**config.mk**
```make
export PLATFORM = sky130hd
export DESIGN_NAME = ps2_key_tracker
export DESIGN_NICKNAME = d
export VERILOG_FILES = /design/src/rtl/ps2_key_tracker.sv
export SDC_FILE = /design/constraint.sdc
export NUM_CORES = 1
export LEC_CHECK = 0
export CAP_MARGIN = 20
export CORE_MARGIN = 10
export CORE_UTILIZATION = 45
export DETAILED_ROUTE_END_ITERATION = 8
export GPL_TIMING_DRIVEN = 0
export PLACE_DENSITY_LB_ADDON = 0.25
export RECOVER_POWER = 50
export SYNTH_ARGS = -nofsm -noshare
export SYNTH_HDL_FRONTEND = slang
export SYNTH_SLANG_ARGS = --single-unit
```
**constraint.sdc**
```tcl
create_clock -name clk_100mhz -period 3.4 [get_ports clk_100mhz]
set_clock_uncertainty 0.05 [all_clocks]
set_input_delay 0.51 -clock clk_100mhz [delete_from_list [all_inputs] [get_ports clk_100mhz]]
set_output_delay 0.51 -clock clk_100mhz [all_outputs]
set_load 0.02 [all_outputs]
```
**src/rtl/ps2_key_tracker.sv**
```systemverilog
// PS/2 key event tracker: synchronizes the receiver's event strobe, decodes eight game keys
// and queues every event in a FWFT FIFO. Optional build macro: PS2_TYPEMATIC_FILTER_EN.
module ps2_key_tracker #(
  parameter int unsigned FIFO_DEPTH  = 8,
  parameter int unsigned SYNC_STAGES = 2
) (
  input  logic        clk_100mhz,
  input  logic        rst_n,
  input  logic [10:0] key_event,
  output logic [7:0]  key_held,
  output logic [7:0]  key_press,
  output logic [7:0]  key_release,
  output logic        ev_valid,
  output logic [9:0]  ev_data,
  input  logic        ev_ready,
  output logic        ev_drop
);

  localparam int unsigned AW = $clog2(FIFO_DEPTH);

  logic [SYNC_STAGES-1:0] sync_q;
  logic                   prev_q;
  logic                   rise;
  logic [9:0]             cap_q;
  logic                   upd_q;

  logic [7:0] held_q, press_q, release_q;
  logic       hit;
  logic [2:0] idx;
  logic [7:0] onehot;
  logic       held_hit;
  logic       repeat_make;
  logic       push;

  logic [9:0]  mem_q [FIFO_DEPTH];
  logic [AW:0] wptr_q, rptr_q;
  logic [9:0]  last_q;
  logic        drop_q;
  logic        full, empty, pop, wr_en;

  assign rise = sync_q[SYNC_STAGES-1] & ~prev_q;

  // Only the strobe is synchronized; the payload bits are stable while it is high.
  always_ff @(posedge clk_100mhz or negedge rst_n) begin
    if (!rst_n) begin
      sync_q <= '0;
      prev_q <= 1'b0;
      cap_q  <= '0;
      upd_q  <= 1'b0;
    end else begin
      sync_q <= {sync_q[SYNC_STAGES-2:0], key_event[10]};
      prev_q <= sync_q[SYNC_STAGES-1];
      upd_q  <= rise;
      if (rise) begin
        cap_q <= key_event[9:0];
      end
    end
  end

  always_comb begin
    hit = 1'b0;
    idx = 3'd0;
    case ({cap_q[9], cap_q[7:0]})
      9'h01D: begin hit = 1'b1; idx = 3'd0; end
      9'h01C: begin hit = 1'b1; idx = 3'd1; end
      9'h01B: begin hit = 1'b1; idx = 3'd2; end
      9'h023: begin hit = 1'b1; idx = 3'd3; end
      9'h175: begin hit = 1'b1; idx = 3'd4; end
      9'h16B: begin hit = 1'b1; idx = 3'd5; end
      9'h172: begin hit = 1'b1; idx = 3'd6; end
      9'h174: begin hit = 1'b1; idx = 3'd7; end
      default: begin hit = 1'b0; idx = 3'd0; end
    endcase
    onehot   = 8'b1 << idx;
    held_hit = held_q[idx];
`ifdef PS2_TYPEMATIC_FILTER_EN
    repeat_make = hit & ~cap_q[8] & held_hit;
`else
    repeat_make = 1'b0;
`endif
    push = upd_q & ~repeat_make;
  end

  always_ff @(posedge clk_100mhz or negedge rst_n) begin
    if (!rst_n) begin
      held_q    <= '0;
      press_q   <= '0;
      release_q <= '0;
    end else begin
      press_q   <= '0;
      release_q <= '0;
      if (upd_q && hit) begin
        if (!cap_q[8]) begin
          held_q <= held_q | onehot;
          if (!repeat_make) begin
            press_q <= onehot;
          end
        end else if (held_hit) begin
          held_q    <= held_q & ~onehot;
          release_q <= onehot;
        end
      end
    end
  end

  assign empty = (wptr_q == rptr_q);
  assign full  = (wptr_q[AW] != rptr_q[AW]) && (wptr_q[AW-1:0] == rptr_q[AW-1:0]);
  assign pop   = ~empty & ev_ready;
  // At full, a same-cycle pop frees the slot being written.
  assign wr_en = push & (~full | pop);

  always_ff @(posedge clk_100mhz) begin
    if (wr_en) begin
      mem_q[wptr_q[AW-1:0]] <= cap_q;
    end
  end

  always_ff @(posedge clk_100mhz or negedge rst_n) begin
    if (!rst_n) begin
      wptr_q <= '0;
      rptr_q <= '0;
      last_q <= '0;
      drop_q <= 1'b0;
    end else begin
      if (wr_en) begin
        wptr_q <= wptr_q + (AW+1)'(1);
      end
      if (pop) begin
        rptr_q <= rptr_q + (AW+1)'(1);
      end
      if (!empty) begin
        last_q <= mem_q[rptr_q[AW-1:0]];
      end
      if (push && full && !pop) begin
        drop_q <= 1'b1;
      end
    end
  end

  assign key_held    = held_q;
  assign key_press   = press_q;
  assign key_release = release_q;
  assign ev_valid    = ~empty;
  assign ev_data     = empty ? last_q : mem_q[rptr_q[AW-1:0]];
  assign ev_drop     = drop_q;

endmodule

```
==> flow_metrics.tcl <==
set metrics [dict create \
    slew_violations 33 \
    cts_max_level 4 \
    num_rows 40 \
    synthesis.area_um2 5490 \
    fin_nets 424 \
    grt_max_degree 33 \
    wire_per_inst_um 19.9 \
    criticalPathCategory "reg -> out" \
    met2_usage_pct 23.1 \
    ys_seq_area_share_pct 69.8 \
    syn_avg_cell_area_um2 16.3 \
    cts_hold_buf 0 \
    min_path_type "reg -> reg" \
    cts_buffer_depth 2 \
    worst-endpoint-required_ns 2.84 \
    min_period_ns 3.22 \
    met1_usage_pct 17.8 \
    arrival_ns 2.66 \
    vias 3068 \
    synth_edf_count 80 \
    setup_slack_ns 0.184 \
    die_h_um 130 \
    cts_sinks 137 \
    drv_cap 1 \
    layout_common_cells "edfxtp_1 (80), dfrtp_1 (57), clkdlybuf4s50_1 (46)" \
    rsz0062_at_grt "false" \
    tritoncts "built" \
    ant_nets 0 \
    die_w_um 130 \
    fmax_mhz 311 \
    tightest_slew_ns 1.70 \
    grt_pass1_vias 3274 \
    synth_fp_nets 353 \
    synthDistinctLibCells 48 \
    failed_checks "max-capacitance violations, max-slew violations" \
    drc 0 \
    drt_iter0_drc 220 \
    cp-end-kind "output pin" \
    dr.pass1.iters 4 \
    antenna_found_initial 0 \
    hold_viol_final 0 \
    p_per_area_nw_per_um2 813 \
    fin_crit_sh_pct 94.6 \
    finish.utilization_pct 56.9 \
    ys_warn_count 0 \
    start_util_pct 45.9 \
    grt_busiest_layer "met2" \
    leakage_nw 2.54 \
    multiInputGateArea_um2 1570 \
    area_growth_pct 24.0 \
    status "complete, but fails checks" \
    netlist_instances 337 \
    cts_buffers 17 \
    grt-ovfl-total 0 \
    synth_ff_type "edfxtp_1" \
    grt_util_all_layers_pct 14.5 \
    wl_um 11300 \
    ir_worst_vdd_uv 370 \
    fin_cells 568 \
    routabilityCongestion 0.846 \
    dpl-instance-area_um2 6230 \
    core_area_um2 12000 \
    port-buffer-count 49 \
    dp.cells 538 \
    cp_max_fo 10 \
    clkTransAtPathRegs_ns 0.06 \
    cts_setup_buffers 0 \
    start_kind "flip-flop" \
    insertion_delay_ns 0.42 \
    dieArea_um2 17000 \
    clockRootBuffer "clkbuf_16" \
    grt_pass1_wl_um 18200 \
    dp_hpwl_um 7750 \
    boundaryPins 50 \
    async_flop_share_pct 41.6 \
    pre_cts_ws_ns -0.000949 \
    setup_viol 0 \
    use_met3_pct 5.68 \
    drive_above_1_share_pct 20.7 \
    post-route-cell-area_um2 6800 \
    nFillCells 934 \
    num_antenna_cells 0 \
    seq_area_um2 3830 \
    synth-seq-cells 137 \
    relSlewSlack_pct -13.6 \
    vias_per_cell 5.40 \
    final_common_cell "edfxtp_1" \
]
## cells by family after synthesis
group | count (synthesis) | synth area share (%)
muxes | 49 | 14.0
DFF | 137 | 69.8
and+or+nand+nor | 81 | 8.49
adders and majority gates | 2 | 0.456
buffers and inverters | 26 | 1.80
xor gates and xnor gates | 11 | 1.76
AOI/OAI and AO/OA | 31 | 3.70
## power breakdown
| part | leakage (nW) | internal (mW) | switching (mW) |
|---|---|---|---|
| sequential | 1.45 | 2.03 | 0.184 |
| combinational | 0.819 | 0.778 | 0.807 |
| clock | 0.277 | 1.07 | 0.668 |
## Yosys cell counts (all sizes together), types with 9 or more instances
library cell	number	area (µm²)
nor2	15	56.3
nand2	19	71.3
clkbuf	13	48.8
o21ai	12	60.1
edfxtp	80	2400
mux4	21	473
mux2i	16	160
dfrtp	57	1430
a21oi	9	45.0
inv	9	33.8
mux2	12	135
## routing by layer
| layer | part of all wire (%) | up-vias |
|---|---|---|
| li1 | - | 1410 |
| met4 | 0.97 | 0 |
| met5 | 0 | - |
| met2 | 50 | 86 |
| met1 | 43 | 1562 |
| met3 | 6.2 | 10 |
## flip-flops by register name, summed over array words and instances (netlist names), named ones only
name and count:
wptr_q 4, prev_q 1, rptr_q 4, mem_q 80, ev_drop 1, sync_q 2
cap_q 10, key_press 8, key_release 8, push 1, last_q 10
## final timing paths
check	from	end	slack (ns)	cells after the start
setup / recovery	rptr_q[1]	ev_data[8]	0.18	8
hold / removal	sync_q[0]	sync_q[1]	0.31	0
setup reg to reg	cap_q[4]	key_release[4]	0.71	5
hold reg to reg	sync_q[0]	sync_q[1]	0.31	0
max in group asynchronous	rst_n	cap_q[4]	0.68	2
min in group asynchronous	rst_n	last_q[6]	0.38	1
## through the flow
| stage | power, mW | hold WS, ns | TNS [ns] |
|---|---|---|---|
| final | 5.53 | 0.308 | 0 |
| after global routing | 5.83 | 0.322 | 0 |
| after floorplan | 3.22 | 0.164 | 0 |
| after CTS | 5.61 | 0.0815 | 0 |
| after detailed placement | 3.86 | 0.290 | -0.000949 |
| after global placement | 3.80 | 0.293 | -7.86 |
## cell type report
class	instances	area share [%]
Timing Repair Buffer	55	8.07
Multi-Input combinational cell	174	23.0
Inverter	9	0.497
Sequential cell	137	56.3
Tap cell	147	2.70
Buffer	14	1.16
Clock buffer	18	6.31
Clock inverter	14	1.93
## worst max-delay path, stage by stage, from the launching register on
cell and delay, ns:
dfrtp_1 0.34, clkbuf_1 0.25, xnor2_1 0.15, nand3_1 0.10, nor2b_1 0.24, clkbuf_4 0.29, nand2_1 0.08, o21ai_0 0.11
clkdlybuf4s50_1 0.66
## timing repair
item / in CTS / in global routing
hold endpoints to repair: 0 / 0
resized for setup: 9 / 5
setup endpoints to repair: 10 / 10
(Power assumes the default switching activity.)
